$ cat config.mk
export PLATFORM = sky130hd
export DESIGN_NAME = wallace_mult_pipe
export DESIGN_NICKNAME = d
export VERILOG_FILES = /design/src/rtl/wallace_mult_pipe.sv
export SDC_FILE = /design/constraint.sdc
export NUM_CORES = 1
export LEC_CHECK = 0
export CAP_MARGIN = 20
export CELL_PAD_IN_SITES_DETAIL_PLACEMENT = 0
export CELL_PAD_IN_SITES_GLOBAL_PLACEMENT = 2
export CORE_MARGIN = 8
export CORE_UTILIZATION = 36
export DETAILED_ROUTE_END_ITERATION = 12
export DONT_BUFFER_PORTS = 1
export PLACE_DENSITY = 0.8
export SYNTH_ARGS = -nofsm -noshare
export SYNTH_HDL_FRONTEND = slang
export SYNTH_SLANG_ARGS = --single-unit
$ cat constraint.sdc
create_clock -name clk -period 2.8 [get_ports clk]
set_input_delay 0.42 -clock clk [delete_from_list [all_inputs] [get_ports clk]]
set_output_delay 0.42 -clock clk [all_outputs]
set_load 0.01 [all_outputs]
$ cat src/rtl/wallace_mult_pipe.sv
// WIDTH x WIDTH multiplier with a 3-stage valid/ready pipeline: capture, Wallace carry-save
// reduction (unsigned or Baugh-Wooley signed), and a final carry-propagate add.
module wallace_mult_pipe #(
  parameter int WIDTH = 8
) (
  input  logic               clk,
  input  logic               rst_n,
  input  logic               in_valid,
  output logic               in_ready,
  input  logic [WIDTH-1:0]   a,
  input  logic [WIDTH-1:0]   b,
  input  logic               is_signed,
  output logic               out_valid,
  input  logic               out_ready,
  output logic [2*WIDTH-1:0] product
);

  localparam int P     = 2 * WIDTH;
  localparam int NROWS = WIDTH + 1;  // WIDTH partial products plus the Baugh-Wooley constant row

  // Rows left after a given number of Wallace levels: each full triple becomes two rows.
  function automatic int rows_after(input int lvl);
    int n;
    n = NROWS;
    for (int i = 0; i < lvl; i++) n = (n / 3) * 2 + (n % 3);
    return n;
  endfunction

  function automatic int tree_depth();
    int n;
    int d;
    n = NROWS;
    d = 0;
    for (int i = 0; i < NROWS; i++) begin
      if (n > 2) begin
        n = (n / 3) * 2 + (n % 3);
        d++;
      end
    end
    return d;
  endfunction

  localparam int LEVELS = tree_depth();

  // Builds the partial-product matrix and reduces it to a {sum, carry} pair.
  function automatic logic [2*P-1:0] wallace_reduce(input logic [WIDTH-1:0] x,
                                                    input logic [WIDTH-1:0] y,
                                                    input logic             sgn);
    logic [P-1:0] t [0:LEVELS][0:NROWS-1];
    logic [P-1:0] r0, r1, r2;
    logic         bit_pp;
    int           cnt;
    int           ngrp;
    for (int l = 0; l <= LEVELS; l++)
      for (int r = 0; r < NROWS; r++) t[l][r] = '0;

    // Signed mode inverts terms where exactly one factor is a sign bit.
    for (int i = 0; i < WIDTH; i++) begin
      for (int j = 0; j < WIDTH; j++) begin
        bit_pp = x[j] & y[i];
        if (sgn && ((i == WIDTH - 1) != (j == WIDTH - 1))) bit_pp = ~bit_pp;
        t[0][i][i+j] = bit_pp;
      end
    end
    t[0][WIDTH][WIDTH] = sgn;
    t[0][WIDTH][P-1]   = sgn;

    for (int l = 0; l < LEVELS; l++) begin
      cnt  = rows_after(l);
      ngrp = cnt / 3;
      for (int g = 0; g < NROWS / 3; g++) begin
        if (g < ngrp) begin
          r0 = t[l][3*g];
          r1 = t[l][3*g+1];
          r2 = t[l][3*g+2];
          t[l+1][2*g]   = r0 ^ r1 ^ r2;
          t[l+1][2*g+1] = ((r0 & r1) | (r0 & r2) | (r1 & r2)) << 1;
        end
      end
      for (int k = 0; k < 2; k++)
        if (k < cnt % 3) t[l+1][2*ngrp+k] = t[l][3*ngrp+k];
    end
    return {t[LEVELS][0], t[LEVELS][1]};
  endfunction

  logic               adv;
  logic               v1, v2;
  logic [WIDTH-1:0]   a_r, b_r;
  logic               sgn_r;
  logic [P-1:0]       sum_d, carry_d;
  logic [P-1:0]       sum_r, carry_r;

  assign adv      = !out_valid || out_ready;
  assign in_ready = adv;

  // NOTE: combinational outputs get a full assignment on every path so no latch is inferred.
  always_comb begin
    {sum_d, carry_d} = wallace_reduce(a_r, b_r, sgn_r);
  end

  // NOTE: state uses non-blocking assignments so every stage samples the pre-edge value of
  // the stage before it; blocking here would collapse the pipeline.
  always_ff @(posedge clk or negedge rst_n) begin
    if (!rst_n) begin
      v1        <= 1'b0;
      a_r       <= '0;
      b_r       <= '0;
      sgn_r     <= 1'b0;
      v2        <= 1'b0;
      sum_r     <= '0;
      carry_r   <= '0;
      out_valid <= 1'b0;
      product   <= '0;
    end else if (adv) begin
      v1        <= in_valid && in_ready;
      a_r       <= a;
      b_r       <= b;
      sgn_r     <= is_signed;
      v2        <= v1;
      sum_r     <= sum_d;
      carry_r   <= carry_d;
      out_valid <= v2;
      product   <= sum_r + carry_r;
    end
  end

endmodule

==> impl_results.md, run 1 <==
* CTS root buf: clkbuf_16
* CP startpoint kind: flip-flop
* Busiest grt layer: met2
* Global Route met3 Usage at 4.03%
* RSZ-0062 raised after global routing: true
* Fraction of the yosys area taken by sequential cells at 35.3%
* Commonest non-fill, non-tap cell in the layout: nand2_1
* Fraction of layout cells with a size suffix above 1 at 15.6%
* Vias after detailed routing at 3,166
* Die area at 16,200 um^2
* Cell Area, Synth at 4470 um^2
* Worst Path Class, Setup: reg -> reg
* Mean Syn Cell Area at 8.82 um^2
* # port buffers at 0
* Final wirelength at 9510 um
* Storage cell area at 1580 um^2
* Cells after synthesis at 507
* Clock share of power at 19.3%
* Arrival @ worst endpoint at 3.17 ns
* First-pass iteration count of the detailed router at 4
* Bufs on Longest Clock Path at 2
* Cell variety after synth at 32
* Setup violations, final at 8
* Number of buffers created by CTS at 9
* Ant. Diodes at 0
* Sw Share at 42.2%
* Failing checks: negative setup slack
* Routing usage on met2 at 21.0%
* GP Congestion at 0.793
* # placed instances at 679
* Area Growth Syn to Fin at 19.0%
* Final period utilization at 103%
* Final Hold Fails at 0
* Post-route setup TNS at -0.343 ns
* Data required, critical path at 3.08 ns
* Die height at 127 um
* # H-tree levels at 3
* Min-Delay Path Class: in -> reg
* VDD IR max at 0.367 mV
* Pre-CTS setup slack at -0.136 ns
* Slew Limit Fails at 0
* CTS tree: built
* First-pass GRT wire length at 16,400 um
* Fin cells at 707
* Met1 usage at 15.3%
* Total GRT Usage at 12.8%
* Final Power at 0.00647 W
* Fillers at 1,202
* Power Density at 1210 nW/um^2
* Psw at 0.00273 W
* Post-route ant nets at 0
* P_int at 0.00373 W
* Worst-path clk slew at 0.06 ns
* Gate power share at 55.6%
* Max cap viols at 0
* Clk_lat worst skew at 0.34 ns
* Vias in the first global route at 3,405
* Crit path time final at 2.89 ns
* DP HPWL at 7090 um
* CTS Sinks at 63
* Worst slew pin tran at 0.454 ns
* Fmax at 346 MHz
* Via/cell ratio at 4.48
* Clock Skews at 0.00341 ns
* CP endpoint kind: flip-flop
* I/O Pins at 39
* Max Fanout on Critical Path at 6
* Site Rows at 40
* Initial Util at 37.1%
* Wire per inst at 13.5 um
* Slew Limit Headroom at 69.7%
* Status: finished, violations left
* Post-route DRC at 0
* Final Util at 44.1%
* Pin count of the biggest net entering global routing at 64
* DR iter-0 viols at 120
* Core ar. at 12,100 um^2
* Multi-input gate area at 2690 um^2
* Yosys reg bits at 63
* NumNets Final at 626
* Reg power frac at 25.2%
* Die Width at 127 um
* Grt ovf at 0
* Lkg Pwr at 2.71 nW
* Synth Warn # at 0
* Mapped Nets at 599
* Worst Setup Slack, final at -0.0902 ns
* Antenna violations before repair at 0
* Leading cell types in the layout, fill and taps excluded: 189 x nand2_1, 57 x dfrtp_1, 37 x inv_1, 35 x fa_1, 33 x buf_4
-- repair_timing --
| item | CTS | global route |
|---|---|---|
| gates resized for setup | 11 | 15 |
| endpoints found under the setup margin | 11 | 12 |
| endpoints found under the hold margin | 63 | 0 |
| pin swaps | 4 | 8 |
| hold buffers | 2 | 0 |
| setup buffers | 6 | 4 |
-- critical path: stages, from the launching register on --
cell and delay (ns):
dfrtp_2 0.43, and2_4 0.15, fa_1 0.54, inv_2 0.04, fa_1 0.44, fa_1 0.52, inv_1 0.05, fa_1 0.53
nand2_1 0.05, nand2_1 0.06
-- power by group through the flow --
stage / combinational (W) / clock (W) / sequential, W
6_report: 0.00359 / 0.00125 / 0.00163
5_1_grt: 0.00423 / 0.00130 / 0.00168
3_5_place_dp: 0.00343 / 0 / 0.00165
2_1_floorplan: 0.00264 / 0 / 0.00154
3_3_place_gp: 0.00334 / 0 / 0.00164
4_1_cts: 0.00354 / 0.00128 / 0.00164
-- stage by stage --
step,hold WS [ns],instance area (um^2)
4_1_cts,0.178,5250
3_5_place_dp,0.127,4810
2_1_floorplan,0.124,4500
3_3_place_gp,0.128,4810
5_1_grt,0.185,5320
6_report,0.189,5320
-- metal layers --
metal  vias to the layer above  routed length [um]
met5                         -                   0
met4                         0                 147
met3                        11                 434
met2                        44                4400
met1                      1502                4530
li1                       1609                   -
-- flip-flops by register name, indices dropped and copies added, names as in the netlist --
name       count
carry_r       11
sgn_r          1
a_r            8
v2             1
product       16
sum_r         16
out_valid      1
v1             1
b_r            8
-- layout make-up --
type                            instances  area share, %
Inverter                               43           3.03
Clock buffer                           10           4.49
Sequential cell                        63           29.8
Multi-Input combinational cell        377           50.4
Timing Repair Buffer                   40           6.58
Tap cell                              168           3.95
Clock inverter                          6           1.74
-- cell families (layout without fill, tap and decap cells) --
group,Yosys count,in the layout,synth area share [%]
and+or+nand+nor,252,252,24.0
adders and majority gates,71,71,26.2
buffers and inverters,67,99,5.88
DFF,63,63,35.3
AOI/OAI and AO/OA,31,31,4.09
xor gates and xnor gates,21,21,4.11
muxes,2,2,0.448
-- final timing paths --
| kind | startpoint | endpoint | slack, ns | cells past startpoint |
|---|---|---|---|---|
| setup reg to reg | b_r[5] | sum_r[8] | -0.09 | 9 |
| hold reg to reg | sum_r[1] | sum_r[1] | 0.46 | 2 |
| hold / removal | b[7] | b_r[7] | 0.19 | 2 |
| max in group asynchronous | rst_n | a_r[3] | 1.88 | 2 |
| setup / recovery | b_r[5] | sum_r[8] | -0.09 | 9 |
| min in group asynchronous | rst_n | b_r[4] | 0.66 | 2 |
-- cells in the mapped netlist --
library cell  count  area (um^2)
o22ai_1           2         12.5
nand2_1         190          713
nor2b_2           1         8.76
ha_1             33          413
nor2_1           15         56.3
a21o_1            2         15.0
a31oi_1           1         6.26
inv_2             1         3.75
a21oi_1          13         65.1
nor3_2            1         10.0
clkbuf_1         15         56.3
inv_1            42          158
buf_2             9         45.0
nand4_1           1         6.26
and4_4            1         11.3
nor3_1            2         10.0
xor2_1            7         61.3
or2_4             1         8.76
o21bai_1          1         7.51
o21ai_0           8         40.0
fa_1             38          761
a22oi_1           1         7.51
nand3_1           2         10.0
and2_1           33          206
a21oi_2           1         8.76
o211ai_1          1         7.51
dfrtp_1          63         1580
o211ai_2          1         12.5
nand2b_1          3         18.8
mux2i_1           2         20.0
and3_1            2         12.5
xnor2_1          14          123
No activity file was read; power rests on OpenSTA's default activity.
==> run 2, diff against run 1 <==
--- a/config.mk
+++ b/config.mk
@@ -5,14 +5,16 @@
 export SDC_FILE = /design/constraint.sdc
 export NUM_CORES = 1
 export LEC_CHECK = 0
+export ABC_AREA = 1
 export CAP_MARGIN = 20
 export CELL_PAD_IN_SITES_DETAIL_PLACEMENT = 0
 export CELL_PAD_IN_SITES_GLOBAL_PLACEMENT = 2
 export CORE_MARGIN = 8
-export CORE_UTILIZATION = 36
+export CORE_UTILIZATION = 35
 export DETAILED_ROUTE_END_ITERATION = 12
 export DONT_BUFFER_PORTS = 1
-export PLACE_DENSITY = 0.8
+export PLACE_DENSITY = 0.81
+export REMOVE_ABC_BUFFERS = 1
 export SYNTH_ARGS = -nofsm -noshare
 export SYNTH_HDL_FRONTEND = slang
 export SYNTH_SLANG_ARGS = --single-unit
==> impl_results.md, run 2 <==
* First-pass GRT wire length at 16,800 um
* Cell variety after synth at 21
* Worst Setup Slack, final at -0.0990 ns
* Slowest cell on crit path: fa_2
* Cells after synthesis at 598
* Met2 wire length at 4720 um
* Pre-CTS setup slack at -0.123 ns
* Storage cell area at 1580 um^2
* R2r startpoint: b_r[5]
* Antenna violations before repair at 0
* Synth Warn # at 0
* Ant. Diodes at 0
* Status: finished, violations left
* DR iter-0 viols at 218
* Number of buffers created by CTS at 9
* CP endpoint kind: flip-flop
* Final period utilization at 104%
* Bufs on Longest Clock Path at 2
* Data required, critical path at 3.07 ns
* Fillers at 1,365
* Commonest cells post-synth: 258 x nand2_1, 103 x inv_1, 63 x dfrtp_1, 38 x fa_1, 33 x ha_1
* Final wirelength at 9920 um
* Routed metal-1 wire length at 4680 um
* Slew Limit Fails at 0
* Fraction of layout cells with a size suffix above 1 at 15.6%
* Via/cell ratio at 4.31
* Area Growth Syn to Fin at 17.8%
* NumNets Final at 708
* Yosys top cell area share at 33.7%
* Uppermost layer routed: met4
* Wire per inst at 12.4 um
* Worst path cell trace: nand2_1 -> inv_2 -> fa_1 -> inv_2 -> fa_2 -> inv_2 -> fa_1 -> fa_2 -> nand2_1 -> nand2_1
* # H-tree levels at 3
* Final Hold Fails at 0
* Crit path time final at 2.90 ns
* Pin count of the biggest net entering global routing at 64
* Hold Crit Endpoint: v1
* Final Power at 0.00646 W
* Leading area contributor after synthesis: dfrtp_1
* Cell Area, Synth at 4680 um^2
* Min-Delay Path Class: in -> reg
* Core ar. at 13,100 um^2
* Slew Limit Headroom at 58.1%
* VDD IR max at 0.362 mV
* Fmax at 345 MHz
* Commonest non-fill, non-tap cell in the layout: nand2_1
* CTS tree: built
* Die Width at 132 um
* Hold_sp: in_valid
* Count leader, synth: nand2_1
* Vias after detailed routing at 3,438
* Failing checks: negative setup slack
* Worst slew pin tran at 0.628 ns
* Site Rows at 42
* Worst-path clk slew at 0.05 ns
* Post-DP Area at 5010 um^2
* EDFF count, synth at 0
* Max Fanout on Critical Path at 5
* Mean Syn Cell Area at 7.83 um^2
* First-pass iteration count of the detailed router at 4
* DP HPWL at 7580 um
* Worst-case reg-to-reg path depth at 10
* Arrival @ worst endpoint at 3.17 ns
* R2R Path End: sum_r[7]
* Top FF cell, synth: dfrtp_1
* Power Density at 1170 nW/um^2
* Setup violations, final at 4
* Worst Path Class, Setup: reg -> reg
* Total GRT Usage at 12.1%
* Vias in the first global route at 3,463
* Met3 WL at 389 um
* Lkg Pwr at 3.09 nW
* Biggest regs: product x16, sum_r x16, carry_r x11
* Post-synth ARST share at 100%
* # port buffers at 0
* Max cap viols at 0
* GP Congestion at 0.851
* Initial Util at 35.6%
* Fraction of the yosys area taken by sequential cells at 33.7%
* I/O Pins at 39
* Multi-input gate area at 2680 um^2
* RSZ-0062 raised after global routing: true
* Max stage delay on crit path at 0.56 ns
* Clk_lat worst skew at 0.33 ns
* Post-route ant nets at 0
* CTS root buf: clkbuf_16
* CTS Sinks at 63
* Post-route DRC at 0
* Design area at 5510 um^2
* Top post-synthesis cells by area: dfrtp_1 34%, nand2_1 21%, fa_1 16%
* CP startpoint kind: flip-flop
* Die area at 17,300 um^2
* Hold path cells at 2
* Reg-to-reg setup timing slack at -0.1 ns
* Clock Skews at 0.00671 ns
* Leading cell types in the layout, fill and taps excluded: 253 x nand2_1, 86 x inv_1, 57 x dfrtp_1, 30 x fa_1, 29 x ha_1
* Post-route setup TNS at -0.240 ns
* Grt ovf at 0
* Final Util at 42.0%
* Yosys reg bits at 63
* Die height at 132 um
-- run 2: changes by cell type in the layout (fill, tap and decap cells not counted), moves of 6 or more --
cell | previous run | this run
xnor2_1 | 13 | 4
o21ai_0 | 8 | 14
nand3_1 | 2 | 14
a21oi_1 | 13 | 6
xor2_1 | 6 | 12
inv_1 | 37 | 86
and2_1 | 29 | 0
inv_2 | 6 | 17
nand2_1 | 189 | 253
-- run 2: layer usage --
| layer | track usage, % | vias up |
|---|---|---|
| met2 | 19.5 | 39 |
| met4 | 4.21 | 0 |
| met3 | 3.58 | 7 |
| met1 | 15.0 | 1599 |
| met5 | 0 | - |
| li1 | - | 1793 |
-- run 2: worst max-delay path by stage --
stage | from | cells after the start | slack, ns | to
4_1_cts | b_r[4] | 11 | -0.05 | sum_r[9]
3_3_place_gp | b_r[5] | 10 | -0.11 | sum_r[7]
5_1_grt | sgn_r | 11 | -0.18 | sum_r[9]
6_report | b_r[5] | 10 | -0.1 | sum_r[7]
3_5_place_dp | b_r[5] | 10 | -0.12 | sum_r[7]
2_1_floorplan | sgn_r | 8 | -0.29 | sum_r[7]
-- run 2: area by class of cell --
type	instances	area share, %
Clock buffer	10	4.15
Multi-Input combinational cell	400	48.6
Timing Repair Buffer	38	6.29
Tap cell	176	3.99
Clock inverter	6	1.11
Sequential cell	63	28.7
Inverter	104	7.13
-- run 2: critical path: cells and delay by family (launching register included) --
kind	cells	cell delay [ns]
adder cells (fa/ha/maj)	4	2.08
buffers and inverters	3	0.11
flip-flops	1	0.42
AND/OR/NAND/NOR	3	0.21
-- run 2: report_power, final --
| group | internal [W] | switching [W] | total (W) |
|---|---|---|---|
| Sequential | 0.00130 | 0.000316 | 0.00162 |
| Clock | 0.000685 | 0.000420 | 0.00111 |
| Combinational | 0.00164 | 0.00210 | 0.00374 |
| Total | 0.00363 | 0.00284 | 0.00646 |
-- run 2: stage by stage --
step	hold slack, ns	instances
3_5_place_dp	0.126	777
3_3_place_gp	0.127	777
2_1_floorplan	0.124	567
6_report	0.199	797
5_1_grt	0.195	797
4_1_cts	0.181	796
-- run 2: logic make-up after synthesis --
group	Yosys count	synth area share [%]
compound gates	22	2.46
xor+xnor	18	3.37
buf+inv	135	11.4
fa+ha+maj	71	25.1
simple gates	289	24.1
flops	63	33.7
-- run 2: repair_timing --
action / in CTS / in global routing
setup endpoints to repair: 11 / 17
endpoints found under the hold margin: 63 / 0
pin swaps: 16 / 25
hold buffers: 2 / 0
gates resized for setup: 16 / 39
setup buffers: 1 / 1
==> run 3, diff against run 2 <==
--- a/config.mk
+++ b/config.mk
@@ -15,6 +15,7 @@
 export DONT_BUFFER_PORTS = 1
 export PLACE_DENSITY = 0.81
 export REMOVE_ABC_BUFFERS = 1
+export SKIP_LAST_GASP = 1
 export SYNTH_ARGS = -nofsm -noshare
 export SYNTH_HDL_FRONTEND = slang
 export SYNTH_SLANG_ARGS = --single-unit
==> impl_results.md, run 3 (synthesis gave the netlist of run 2 again) <==
* GP Congestion at 0.851
* Leading cell types in the layout, fill and taps excluded: 254 x nand2_1, 87 x inv_1, 57 x dfrtp_1, 30 x fa_1, 30 x ha_1
* Setup violations, final at 4
* Max Fanout on Critical Path at 5
* Max cap viols at 0
* First-pass iteration count of the detailed router at 4
* Bufs on Longest Clock Path at 2
* Fmax at 344 MHz
* Final Power at 0.00642 W
* Worst-path clk slew at 0.05 ns
* VDD IR max at 0.362 mV
* Wire per inst at 12.5 um
* Final wirelength at 9930 um
* Power Density at 1170 nW/um^2
* Site Rows at 42
* Area Growth Syn to Fin at 17.2%
* Via/cell ratio at 4.31
* Lkg Pwr at 3.09 nW
* CTS Sinks at 63
* Storage cell area at 1580 um^2
* DP HPWL at 7580 um
* Ant. Diodes at 0
* Commonest non-fill, non-tap cell in the layout: nand2_1
* Worst slew pin tran at 0.622 ns
* Met1 usage at 15.0%
* Fraction of layout cells with a size suffix above 1 at 15.0%
* # port buffers at 0
* CP startpoint kind: flip-flop
* Final Hold Fails at 0
* Worst Setup SP: b_r[5]
* Min-Delay Path Class: in -> reg
* Arrival @ worst endpoint at 3.18 ns
* Global Route met3 Usage at 3.58%
* I/O Pins at 39
* # H-tree levels at 3
* Grt ovf at 0
* Multi-input gate area at 2660 um^2
* First-pass GRT wire length at 16,800 um
* Vias after detailed routing at 3,434
* Number of buffers created by CTS at 9
* Post-route DRC at 0
* Biggest regs: product x16, sum_r x16, carry_r x11
* Status: finished, violations left
* CTS tree: built
* Busiest grt layer: met2
* Pre-CTS setup slack at -0.123 ns
* R2r startpoint: b_r[5]
* Fillers at 1,366
* Antenna violations before repair at 0
* Total GRT Usage at 12.1%
* Worst Setup Slack, final at -0.103 ns
* Worst Path Class, Setup: reg -> reg
* # placed instances at 777
* Failing checks: negative setup slack
* DR iter-0 viols at 185
* Fin cells at 797
* RSZ-0062 raised after global routing: true
* Slew Limit Fails at 0
* Die Width at 132 um
* NumNets Final at 708
* Initial Util at 35.6%
* CTS root buf: clkbuf_16
* Data required, critical path at 3.07 ns
* Crit path time final at 2.90 ns
* Die area at 17,300 um^2
* Clk_lat worst skew at 0.33 ns
* Hold_sp: in_valid
* Pin count of the biggest net entering global routing at 64
* Die height at 132 um
* Core ar. at 13,100 um^2
* Clock Skews at 0.00684 ns
* Vias in the first global route at 3,463
* Slew Limit Headroom at 58.5%
* Final period utilization at 104%
* Routing usage on met2 at 19.5%
* Post-route ant nets at 0
* CP endpoint kind: flip-flop
-- run 3: layout make-up --
class | instances | area share, %
multi-input combinational | 400 | 48.5
tap | 176 | 4.02
timing repair buffer | 38 | 6.23
inverter | 104 | 7.12
sequential | 63 | 28.9
clock inverter | 6 | 1.12
clock buffer | 10 | 4.18
-- run 3: power by group --
| part | switching (W) | internal, W | leakage (nW) |
|---|---|---|---|
| Clock | 0.000421 | 0.000685 | 0.142 |
| Combinational | 0.00209 | 0.00161 | 2.17 |
| Sequential | 0.000316 | 0.00130 | 0.771 |
-- run 3: timing repair --
action                                  4_1_cts  5_1_grt
hold buffers                                  2        0
pin swaps                                    15       22
hold endpoints to repair                     63        0
resized for setup                            15       34
gates cloned                                  0        0
endpoints found under the setup margin       11       17
setup buffers                                 1        1
-- run 3: per-layer routing --
metal / vias up / share of wire [%]
met5: - / 0
met2: 41 / 47
met1: 1596 / 47
met3: 7 / 4.0
li1: 1790 / -
met4: 0 / 1.4
-- run 3: path summary, 6_finish.rpt --
kind | cells past startpoint | slack, ns | end
worst min register to register | 2 | 0.45 | out_valid
max in group asynchronous | 2 | 1.85 | b_r[3]
worst max register to register | 10 | -0.10 | sum_r[7]
worst max-delay path | 10 | -0.10 | sum_r[7]
min in group asynchronous | 2 | 0.62 | a_r[5]
worst min-delay path | 2 | 0.20 | v1
-- run 3: critical path, stage by stage (launching register included) --
cell,delay (ns)
dfrtp_1,0.43
nand2_1,0.11
inv_2,0.04
fa_1,0.54
inv_2,0.04
fa_2,0.56
inv_2,0.03
fa_1,0.45
fa_2,0.53
nand2_1,0.05
nand2_1,0.06
-- run 3: per-stage QoR --
step / util, % / instance area (um^2) / setup TNS (ns) / hold slack [ns]
2_1_floorplan: - / 4540 / -1.20 / 0.124
4_1_cts: 41.0 / 5380 / -0.142 / 0.181
3_3_place_gp: 38.2 / 5010 / -0.369 / 0.127
5_1_grt: 41.7 / 5480 / -1.03 / 0.195
6_report: 41.7 / 5480 / -0.243 / 0.199
3_5_place_dp: 38.2 / 5010 / -0.512 / 0.126
